===== config.mk =====
export PLATFORM = sky130hd
export DESIGN_NAME = countdown_timer_flat
export DESIGN_NICKNAME = d
export VERILOG_FILES = /design/src/rtl/timer_pkg.sv /design/src/rtl/countdown_timer_if.sv /design/src/rtl/tick_divider.sv /design/src/rtl/countdown_timer.sv /design/src/flat_wrapper.sv
export SDC_FILE = /design/constraint.sdc
export NUM_CORES = 1
export LEC_CHECK = 0
export CORE_MARGIN = 4
export CORE_UTILIZATION = 30
export CTS_CLUSTER_SIZE = 8
export DETAILED_ROUTE_END_ITERATION = 6
export PLACE_DENSITY = 0.55
export SLEW_MARGIN = 20
export SYNTH_ARGS = -nofsm -noshare
export SYNTH_HDL_FRONTEND = slang
export SYNTH_SLANG_ARGS = --single-unit

===== constraint.sdc =====
create_clock -name clk -period 6.3 [get_ports clk]
set_input_delay 1.26 -clock clk [delete_from_list [all_inputs] [get_ports clk]]
set_output_delay 1.26 -clock clk [all_outputs]
set_load 0.01 [all_outputs]

===== src/rtl/timer_pkg.sv =====
`default_nettype none
// ============================================================================
// timer_pkg
// Shared types and limits for the BCD MM:SS countdown timer.
// Rev 1.0
// ============================================================================
package timer_pkg;

    localparam int BCD_W  = 4;
    localparam int TIME_W = 4 * BCD_W;

    localparam logic [BCD_W-1:0] DIGIT_MAX    = 4'd9;
    localparam logic [BCD_W-1:0] SEC_TENS_MAX = 4'd5;

    typedef enum logic [1:0] {
        IDLE  = 2'd0,
        RUN   = 2'd1,
        PAUSE = 2'd2,
        DONE  = 2'd3
    } state_t;

endpackage
`default_nettype wire


===== src/rtl/countdown_timer_if.sv =====
`default_nettype none
// ============================================================================
// countdown_timer_if
// Command strobes and time/status outputs of the countdown timer.
// Rev 1.0
// ============================================================================
interface countdown_timer_if;
    import timer_pkg::*;

    logic              load;
    logic [TIME_W-1:0] load_bcd;
    logic              start;
    logic              pause;
    logic [TIME_W-1:0] time_bcd;
    logic              running;
    logic              done;
    logic              expired;

    modport master (
        output load, load_bcd, start, pause,
        input  time_bcd, running, done, expired
    );

    modport slave (
        input  load, load_bcd, start, pause,
        output time_bcd, running, done, expired
    );

endinterface
`default_nettype wire


===== src/rtl/tick_divider.sv =====
`default_nettype none
// ============================================================================
// tick_divider
// Enable-gated modulo-TICK_DIV counter; tick is high in its last count.
// Rev 1.0
// ============================================================================
module tick_divider #(
    parameter int TICK_DIV = 25000000
) (
    input  logic clk,
    input  logic rst,
    input  logic en,
    input  logic clr,
    output logic tick
);

    localparam int               CNT_W    = (TICK_DIV > 1) ? $clog2(TICK_DIV) : 1;
    localparam logic [CNT_W-1:0] CNT_LAST = CNT_W'(TICK_DIV - 1);

    logic [CNT_W-1:0] r_cnt;
    logic             w_at_last;

    assign w_at_last = (r_cnt == CNT_LAST);
    assign tick      = en & w_at_last;

    // Holding while disabled keeps the sub-second phase across a pause.
    always_ff @(posedge clk) begin
        if (!rst) begin
            r_cnt <= '0;
        end else if (clr) begin
            r_cnt <= '0;
        end else if (en) begin
            r_cnt <= w_at_last ? '0 : r_cnt + CNT_W'(1);
        end
    end

endmodule
`default_nettype wire


===== src/rtl/countdown_timer.sv =====
`default_nettype none
// ============================================================================
// countdown_timer
// Loadable BCD MM:SS down-counter; define AUTO_RELOAD_EN to restart from the
// loaded value instead of stopping in DONE. Rev 1.0
// ============================================================================
module countdown_timer #(
    parameter int TICK_DIV = 25000000
) (
    input  logic               clk,
    input  logic               rst,
    countdown_timer_if.slave   tmr
);
    import timer_pkg::*;

    state_t            r_state;
    state_t            w_state_nxt;
    logic [TIME_W-1:0] r_time;
    logic [TIME_W-1:0] w_time_nxt;
    logic [TIME_W-1:0] w_dec;
    logic              r_running;
    logic              r_done;
    logic              r_expired;
    logic              w_expired_nxt;
    logic              w_tick;
    logic              w_div_en;
    logic              w_div_clr;
`ifdef AUTO_RELOAD_EN
    logic [TIME_W-1:0] r_reload;
    logic [TIME_W-1:0] w_reload_nxt;
`endif

    function automatic logic [TIME_W-1:0] sanitise(input logic [TIME_W-1:0] v);
        logic [TIME_W-1:0] r;
        logic [BCD_W-1:0]  lim;
        r = '0;
        for (int i = 0; i < 4; i++) begin
            lim = (i == 1) ? SEC_TENS_MAX : DIGIT_MAX;
            r[i*BCD_W +: BCD_W] = (v[i*BCD_W +: BCD_W] > lim) ? lim : v[i*BCD_W +: BCD_W];
        end
        return r;
    endfunction

    // Borrow ripples upward from sec_ones; sec_tens wraps to 5, others to 9.
    function automatic logic [TIME_W-1:0] bcd_dec(input logic [TIME_W-1:0] v);
        logic [TIME_W-1:0] r;
        logic              borrow;
        r      = v;
        borrow = 1'b1;
        for (int i = 0; i < 4; i++) begin
            if (borrow) begin
                if (v[i*BCD_W +: BCD_W] == '0) begin
                    r[i*BCD_W +: BCD_W] = (i == 1) ? SEC_TENS_MAX : DIGIT_MAX;
                end else begin
                    r[i*BCD_W +: BCD_W] = v[i*BCD_W +: BCD_W] - BCD_W'(1);
                    borrow              = 1'b0;
                end
            end
        end
        return r;
    endfunction

    assign w_div_en  = (r_state == RUN);
    assign w_div_clr = tmr.load;

    tick_divider #(
        .TICK_DIV (TICK_DIV)
    ) u_tick_divider (
        .clk  (clk),
        .rst  (rst),
        .en   (w_div_en),
        .clr  (w_div_clr),
        .tick (w_tick)
    );

    always_comb begin
        w_state_nxt   = r_state;
        w_time_nxt    = r_time;
        w_expired_nxt = 1'b0;
        w_dec         = bcd_dec(r_time);
`ifdef AUTO_RELOAD_EN
        w_reload_nxt  = r_reload;
`endif
        if (tmr.load) begin
            w_time_nxt  = sanitise(tmr.load_bcd);
            w_state_nxt = IDLE;
`ifdef AUTO_RELOAD_EN
            w_reload_nxt = sanitise(tmr.load_bcd);
`endif
        end else begin
            case (r_state)
                IDLE, PAUSE: begin
                    if (tmr.start && (r_time != '0)) begin
                        w_state_nxt = RUN;
                    end
                end
                RUN: begin
                    if (w_tick) begin
`ifdef AUTO_RELOAD_EN
                        // 0000 is held for one full tick before reloading.
                        if (r_time == '0) begin
                            w_time_nxt = r_reload;
                        end else begin
                            w_time_nxt    = w_dec;
                            w_expired_nxt = (w_dec == '0);
                        end
`else
                        w_time_nxt = w_dec;
                        if (w_dec == '0) begin
                            w_expired_nxt = 1'b1;
                            w_state_nxt   = DONE;
                        end
`endif
                    end
                    if (tmr.pause && (w_state_nxt == RUN)) begin
                        w_state_nxt = PAUSE;
                    end
                end
                default: begin
                end
            endcase
        end
    end

    always_ff @(posedge clk) begin
        if (!rst) begin
            r_state   <= IDLE;
            r_time    <= '0;
            r_running <= 1'b0;
            r_done    <= 1'b0;
            r_expired <= 1'b0;
        end else begin
            r_state   <= w_state_nxt;
            r_time    <= w_time_nxt;
            r_running <= (w_state_nxt == RUN);
            r_done    <= (w_state_nxt == DONE);
            r_expired <= w_expired_nxt;
        end
    end

`ifdef AUTO_RELOAD_EN
    always_ff @(posedge clk) begin
        if (!rst) begin
            r_reload <= '0;
        end else begin
            r_reload <= w_reload_nxt;
        end
    end
`endif

    assign tmr.time_bcd = r_time;
    assign tmr.running  = r_running;
    assign tmr.done     = r_done;
    assign tmr.expired  = r_expired;

endmodule
`default_nettype wire


===== src/flat_wrapper.sv =====
// flat-port wrapper written by rule: the top's interface ports become plain ports
module countdown_timer_flat import timer_pkg::*;
#(
    parameter int TICK_DIV = 25000000
)
  (clk, rst, tmr_load, tmr_load_bcd, tmr_start, tmr_pause, tmr_time_bcd, tmr_running, tmr_done, tmr_expired);
  countdown_timer_if tmr_i ();
  input  logic clk;
  input  logic rst;
  input wire logic [$bits(tmr_i.load)-1:0] tmr_load;
  input wire logic [$bits(tmr_i.load_bcd)-1:0] tmr_load_bcd;
  input wire logic [$bits(tmr_i.start)-1:0] tmr_start;
  input wire logic [$bits(tmr_i.pause)-1:0] tmr_pause;
  output wire logic [$bits(tmr_i.time_bcd)-1:0] tmr_time_bcd;
  output wire logic [$bits(tmr_i.running)-1:0] tmr_running;
  output wire logic [$bits(tmr_i.done)-1:0] tmr_done;
  output wire logic [$bits(tmr_i.expired)-1:0] tmr_expired;
  assign tmr_i.load = tmr_load;
  assign tmr_i.load_bcd = tmr_load_bcd;
  assign tmr_i.start = tmr_start;
  assign tmr_i.pause = tmr_pause;
  assign tmr_time_bcd = tmr_i.time_bcd;
  assign tmr_running = tmr_i.running;
  assign tmr_done = tmr_i.done;
  assign tmr_expired = tmr_i.expired;
  countdown_timer #(.TICK_DIV(TICK_DIV)) u_core (.clk(clk), .rst(rst), .tmr(tmr_i));
endmodule

==> results.md, run 1 <==
- Core Footprint: 7810 um^2
- Worst min-delay path startpoint: u_core.u_tick_divider.r_cnt[1]
- Post-Synthesis Cells: just under 300
- Internal power consumption: between 400 and 500 uW
- Setup repair after global routing missed its margin: false
- H-tree levels: 2
- Initial drt markers: 100
- Height of the die: 98.0 um
- Fraction of synthesis flops using an asynchronous set or reset pin: 0%
- Final weighted congestion in routability-driven placement: about 0.83
- Hold violation total from the final report: 0
- Worst reg2reg path startpoint: u_core.u_tick_divider.r_cnt[0]
- Worst reg2reg path endpoint: u_core.u_tick_divider.r_cnt[5]
- Endpoint type of the worst setup path: flop
- Number of hold buffers added after CTS: 0
- Cell variety after synth: 47
- DPL Wire Length: ~4.6 mm
- # setup viols final: 0
- Biggest area contributors in the synthesized netlist: sky130_fd_sc_hd__dfxtp_1 38%, sky130_fd_sc_hd__nor2_1 7.3%, sky130_fd_sc_hd__xor2_1 7.2%
- Top Ports: 40
- CTS clk-pin slew, worst paths: roughly 0.090 ns
- Slack of the worst reg-to-reg path: between 3 and 4 ns
- Proportion of layout cells with a drive suffix above 1: under 10%
- Sequential Area: approximately 920 um^2
- Synth Register Bits: 46
- Layout Skew: ~0.0086 ns
- Total standard cell area after synthesis: about 2400 um^2
- Clk pwr share: approximately 32%
- Synth warnings: 0
- Kind of start point of the critical path: primary input
- Post-Route Setup TNS: 0 ns
- Number of filler cells placed in the layout: roughly 790
- Total power consumption of the routed design: between 500 and 600 uW
- Post-synthesis cell type with the largest combined area: sky130_fd_sc_hd__dfxtp_1
- Detail Route Antenna Nets: 0
- Hold Path Cell Cnt: 2
- Worst Reg-to-Reg Cells: 6
- Post-route minimum period: roughly 3.2 ns
- Clock buffers created by TritonCTS: 5
- Main synth FF type: sky130_fd_sc_hd__dfxtp_1
- Via count of the first global-routing pass: around 2100
- # diodes: 0
- Wirelength, routed: roughly 6.3 mm
- Synth-to-layout area growth: 24.1%
- Synthesized area divided by synthesized cell count: between 8 and 9 um^2
- Crit path required time: between 6 and 7 ns
- Count of port buffers added during placement: 39
- Worst setup path class: in -> reg
- Maximum capacitance violations: 0
- Combinational power share: roughly 14%
- # clock sinks: 46
- Leakage Power: 1.01 nW
- Via total after detailed routing: between 2000 and 2500
- Power per Cell Area: about 190 nW/um^2
- Worst min-delay path endpoint: u_core.u_tick_divider.r_cnt[1]
- Worst VDD drop: ~0.08 mV
- Number of gates given a new drive strength after cts: 0
- Min-Delay Path Class: reg -> reg
- Post-detailed-route wirelength per cell: 14.3 um
- Flop pwr share: 53.7%
- Post-synth EDFFs: 0
- Post-CTS Repair Setup Buffers: 0
- Clock root buffer: sky130_fd_sc_hd__clkbuf_8
- Number of antenna violations at the first check in global routing: 0
- Max Fclk: 0.316 GHz
- Post-route fraction of the period consumed by the critical path: about half
- Leading post-synthesis cells by instance count: 47 x sky130_fd_sc_hd__nor2_1, 46 x sky130_fd_sc_hd__dfxtp_1, 24 x sky130_fd_sc_hd__nand2_1
- Buffer depth of the longest clock path: 2
- Initial standard-cell utilization of the core: a little under a third
- Global routing usage summed across all routing layers: about an eighth
- Full die area: approximately 9600 um^2
- Fraction of power spent switching nets: between 20% and 30%
- Pin slew with the least headroom to its limit: ~1 ns
- Pin count of the biggest net entering global routing: 25
- Result of the run: finished clean
- Fin nets: 356
- Horizontal extent of the die: roughly 100 um
- Fraction of post-synthesis cell area in the top cell type by area: between 30% and 40%
- Area used by multi-input combinational logic: 1450 um^2
- Share of synthesized area occupied by flip-flops and latches: a little under two fifths
- Drt via density: roughly 5.3
- Net switching component of the power: between 150 and 200 uW
- First-pass GRT wire length: about 10 mm
- Max-slew headroom: 33.2%
- Total DRC errors in the routed layout: 0
- Post-Syn Nets: approximately 320
- Arrival time of the worst setup path: approximately 3.4 ns
- Crit Path Max Fanout: 24
- Dominant cell by count in the synthesized netlist: sky130_fd_sc_hd__nor2_1
- Max Transition Viols Final: 0
- Number of placement rows: 32
- CTS tree: yes
- Number of optimization iterations in the first detailed-route pass: 4
- Clock insertion delay at the later pin of the skew report: 0.31 ns
- Global route total overflow: 0
-- layer usage --
metal / share of wire [%] / track usage (%) / up-vias
met5: 0 / 0 / -
li1: - / - / 1173
met4: 1.6 / 3.41 / 0
met3: 5.9 / 4.43 / 11
met1: 50 / 18.0 / 1071
met2: 43 / 19.5 / 59
-- flip-flops by register name, indices dropped and copies added (netlist names) --
name and count:
u_core.r_state 2, u_core.u_tick_divider.r_cnt 25, u_core.tmr.done 1, u_core.tmr.time_bcd 16, u_core.tmr.running 1, u_core.tmr.expired 1
-- kinds of logic (layout without fill, tap and decap cells) --
family,count (synthesis),in the layout,synth area share [%]
simple gates,157,157,35.3
compound gates,49,49,13.7
flops,46,46,37.9
xor+xnor,26,26,9.38
buf+inv,16,55,2.78
fa+ha+maj,1,1,0.515
mux,1,1,0.412
-- critical path, cell delays in order --
cell	delay, ns
sky130_fd_sc_hd__clkdlybuf4s50_1	0.84
sky130_fd_sc_hd__nor2b_1	0.43
sky130_fd_sc_hd__nand2_1	0.60
sky130_fd_sc_hd__nor2_1	0.26
-- through the flow --
stage	hold WS (ns)	worst slack (ns)	instance area [um^2]	util, %	std cells
final	0.490	3.13	3010	38.6	437
after global routing	0.512	2.94	3010	38.6	437
after CTS	0.493	3.19	3010	38.5	437
after global placement	0.479	2.94	2920	37.4	429
after floorplan	0.462	4.05	2430	-	296
after detailed placement	0.479	2.87	2920	37.4	429
-- power groups by stage --
stage	Combinational [mW]	Sequential, mW	Clock [mW]
2_1_floorplan	0.0405	0.316	0
3_3_place_gp	0.0801	0.316	0
3_5_place_dp	0.0799	0.316	0
4_1_cts	0.0804	0.310	0.194
5_1_grt	0.0881	0.311	0.207
6_report	0.0804	0.309	0.187
-- cell type report --
type,count,area share [%]
flip-flops and latches,46,30.6
clock inverters,3,0.706
clock buffers,5,2.28
inverters,6,0.748
multi-input cells,234,48.0
well taps,102,4.24
repair buffers,41,13.5
-- layout by cell type, fill, tap and decap left out, types with 5 or more instances in the layout --
master and instances:
sky130_fd_sc_hd__nor4_1 7, sky130_fd_sc_hd__nand4_1 13, sky130_fd_sc_hd__nand3_1 17, sky130_fd_sc_hd__clkbuf_8 5, sky130_fd_sc_hd__inv_1 6, sky130_fd_sc_hd__xnor2_1 6, sky130_fd_sc_hd__and4_1 7, sky130_fd_sc_hd__nor2_1 47
sky130_fd_sc_hd__o31ai_1 5, sky130_fd_sc_hd__o21ai_0 10, sky130_fd_sc_hd__xor2_1 20, sky130_fd_sc_hd__a21oi_1 10, sky130_fd_sc_hd__clkdlybuf4s50_1 39, sky130_fd_sc_hd__nor3_1 10, sky130_fd_sc_hd__nand2_1 24, sky130_fd_sc_hd__dfxtp_1 46
-- how the worst max path moves through the flow --
stage             start                        endpoint  slack [ns]  cells past startpoint
5_1_grt             rst  u_core.u_tick_divider.r_cnt[6]        2.94                      4
6_report            rst  u_core.u_tick_divider.r_cnt[5]        3.13                      4
3_5_place_dp        rst  u_core.u_tick_divider.r_cnt[7]        2.87                      4
4_1_cts             rst  u_core.u_tick_divider.r_cnt[5]        3.19                      4
3_3_place_gp        rst  u_core.u_tick_divider.r_cnt[4]        2.94                      4
2_1_floorplan  tmr_load          u_core.tmr.time_bcd[4]        4.05                      5
Note: power is estimated with default switching activity, not from simulation.
==> run 2, diff against run 1 <==
==> constraint.sdc (replaced) <==
create_clock -name clk -period 3.1 [get_ports clk]
set_input_delay 0.62 -clock clk [delete_from_list [all_inputs] [get_ports clk]]
set_output_delay 0.62 -clock clk [all_outputs]
set_load 0.01 [all_outputs]
==> results.md, run 2 (synthesized netlist as in run 1, its figures left out) <==
- Min-Delay Path Class: reg -> reg
- # diodes: 0
- Total DRC errors in the routed layout: 0
- Max Fclk: roughly 0.43 GHz
- Final worst-path setup slack: between 0.7 and 0.8 ns
- Post-Route Setup TNS: 0 ns
- Via total after detailed routing: 2298
- Layout Skew: roughly 0.013 ns
- Kind of start point of the critical path: flop
- Final worst hold slack: just under 0.5 ns
- Cell family contributing the most delay on the critical path: simple AND/OR/NAND/NOR gates
- Util after Layout: between 30% and 40%
- # clock sinks: 46
- Initial drt markers: 120
- Hold Path Cell Cnt: 2
- Power per Cell Area: about 380 nW/um^2
- Sequence of cells on the critical path: ha_1 -> and4bb_1 -> nand4b_2 -> or4_4 -> o31a_1 -> o311a_1
- Post-route minimum period: 2.32 ns
- Post-detailed-route wirelength per cell: around 14 um
- Horizontal extent of the die: roughly 98 um
- H-tree levels: 2
- DPL Wire Length: 4.64 mm
- Proportion of layout cells with a drive suffix above 1: 6.49%
- Worst Reg-to-Reg Cells: 6
- Worst setup path class: reg -> reg
- Global route total overflow: 0
- Final weighted congestion in routability-driven placement: 0.876
- Global routing usage summed across all routing layers: between 10 and 15%
- Buffers and inverters on the worst path: 0
- Synth-to-layout area growth: 25.3%
- Crit Path Max Fanout: 8
- Combinational power share: between 10% and 20%
- Maximum capacitance violations: 0
- Slack of the worst reg-to-reg path: between 0.7 and 0.8 ns
- Detail Route Antenna Nets: 0
- Total number of cells along the worst setup path: 6
- Number of placement rows: 32
- CTS tree: yes
- Clock buffers created by TritonCTS: 5
- Top Ports: 40
- Crit path required time: ~3.3 ns
- Height of the die: between 90 and 100 um
- Worst VDD drop: 0.150 mV
- Arrival time of the worst setup path: between 2 and 3 ns
- Number of hold buffers added after CTS: 0
- Net switching component of the power: 301 uW
- Pin count of the biggest net entering global routing: 16
- Fraction of power spent switching nets: between 20% and 30%
- Number of filler cells placed in the layout: 822
- Buffer depth of the longest clock path: 2
- Commonest cells after routing, fill and taps aside: 47 x sky130_fd_sc_hd__nor2_1, 46 x sky130_fd_sc_hd__dfxtp_1, 39 x sky130_fd_sc_hd__clkdlybuf4s50_1, 24 x sky130_fd_sc_hd__nand2_1, 20 x sky130_fd_sc_hd__xor2_1
- Post-route fraction of the period consumed by the critical path: 74.7%
- Full die area: 9600 um^2
- Number of optimization iterations in the first detailed-route pass: 4
- Post-CTS Repair Setup Buffers: 0
- Maximum single-stage delay on the critical path: ~0.62 ns
- CTS clk-pin slew, worst paths: around 0.09 ns
- Worst setup slack after placement: 0.720 ns
- Biggest register: u_core.u_tick_divider.r_cnt
- Pin slew with the least headroom to its limit: 0.680 ns
- Wirelength, routed: around 6.2 mm
- Max Transition Viols Final: 0
- Flop pwr share: between 50% and 60%
- Number of antenna violations at the first check in global routing: 0
- Via count of the first global-routing pass: ~2200
- Core Footprint: 7810 um^2
- Most common cell after layout, fill and taps aside: sky130_fd_sc_hd__nor2_1
- Fin nets: between 300 and 400
- Setup repair after global routing missed its margin: false
- Drt via density: between 5 and 6
- Clock root buffer: sky130_fd_sc_hd__clkbuf_8
- Endpoint type of the worst setup path: flop
- # setup viols final: 0
- Count of port buffers added during placement: 39
- Clk pwr share: between 30% and 40%
- Hold violation total from the final report: 0
- Clock insertion delay at the later pin of the skew report: around 0.30 ns
- Slowest cell on the critical path: sky130_fd_sc_hd__or4_4
- Result of the run: finished clean
- Initial standard-cell utilization of the core: 31.1%
- First-pass GRT wire length: 10.4 mm
- Leakage Power: just over 1 nW
- Flip-flop count of the largest register, all copies and words added: 25
- Max-slew headroom: 54.1%
- Internal power consumption: 859 uW
- Number of gates given a new drive strength after cts: 0
run 2: cell types whose count changed in the layout (fill, tap and decap cells not counted), sizes merged:
cell | before | now
clkinvlp | 1 | 0
buf | 2 | 8
clkbuf | 5 | 6
clkinv | 2 | 0
run 2: per-stage QoR:
step,instance area [um^2],power [mW],cells
after floorplan,2430,0.724,296
after global placement,2960,0.809,435
final,3040,1.16,441
after global routing,3040,1.21,441
after CTS,3040,1.17,441
after detailed placement,2960,0.808,435
run 2: area by class of cell:
class	count	area [um^2]	area share (%)
timing repair buffer	47	450	14.8
multi-input combinational	234	1440	47.3
inverter	6	22.5	0.740
clock buffer	6	82.6	2.71
tap	102	128	4.19
sequential	46	921	30.3
run 2: power groups by stage:
stage	registers [mW]	logic, mW	clock network, mW
after floorplan	0.641	0.0823	0
after global placement	0.643	0.167	0
after detailed placement	0.642	0.166	0
after CTS	0.628	0.167	0.377
after global routing	0.632	0.184	0.395
final	0.629	0.166	0.365
run 2: path summary, 6_finish.rpt:
kind	start	endpoint
setup reg to reg	u_core.u_tick_divider.r_cnt[0]	u_core.tmr.time_bcd[12]
hold / removal	u_core.tmr.time_bcd[7]	u_core.tmr.time_bcd[7]
hold reg to reg	u_core.tmr.time_bcd[7]	u_core.tmr.time_bcd[7]
setup / recovery	u_core.u_tick_divider.r_cnt[0]	u_core.tmr.time_bcd[12]
run 2: worst min-delay path, cell delays in order, from the launching register on:
cell	delay (ns)
sky130_fd_sc_hd__dfxtp_1	0.35
sky130_fd_sc_hd__nand2_1	0.07
sky130_fd_sc_hd__a21oi_1	0.03
run 2: metal layers:
layer,global-route usage (%),wire length [um],part of all wire (%)
met5,0,0,0
met4,3.41,60,0.97
met3,4.07,359,5.8
met2,19.1,2690,43
met1,18.3,3090,50
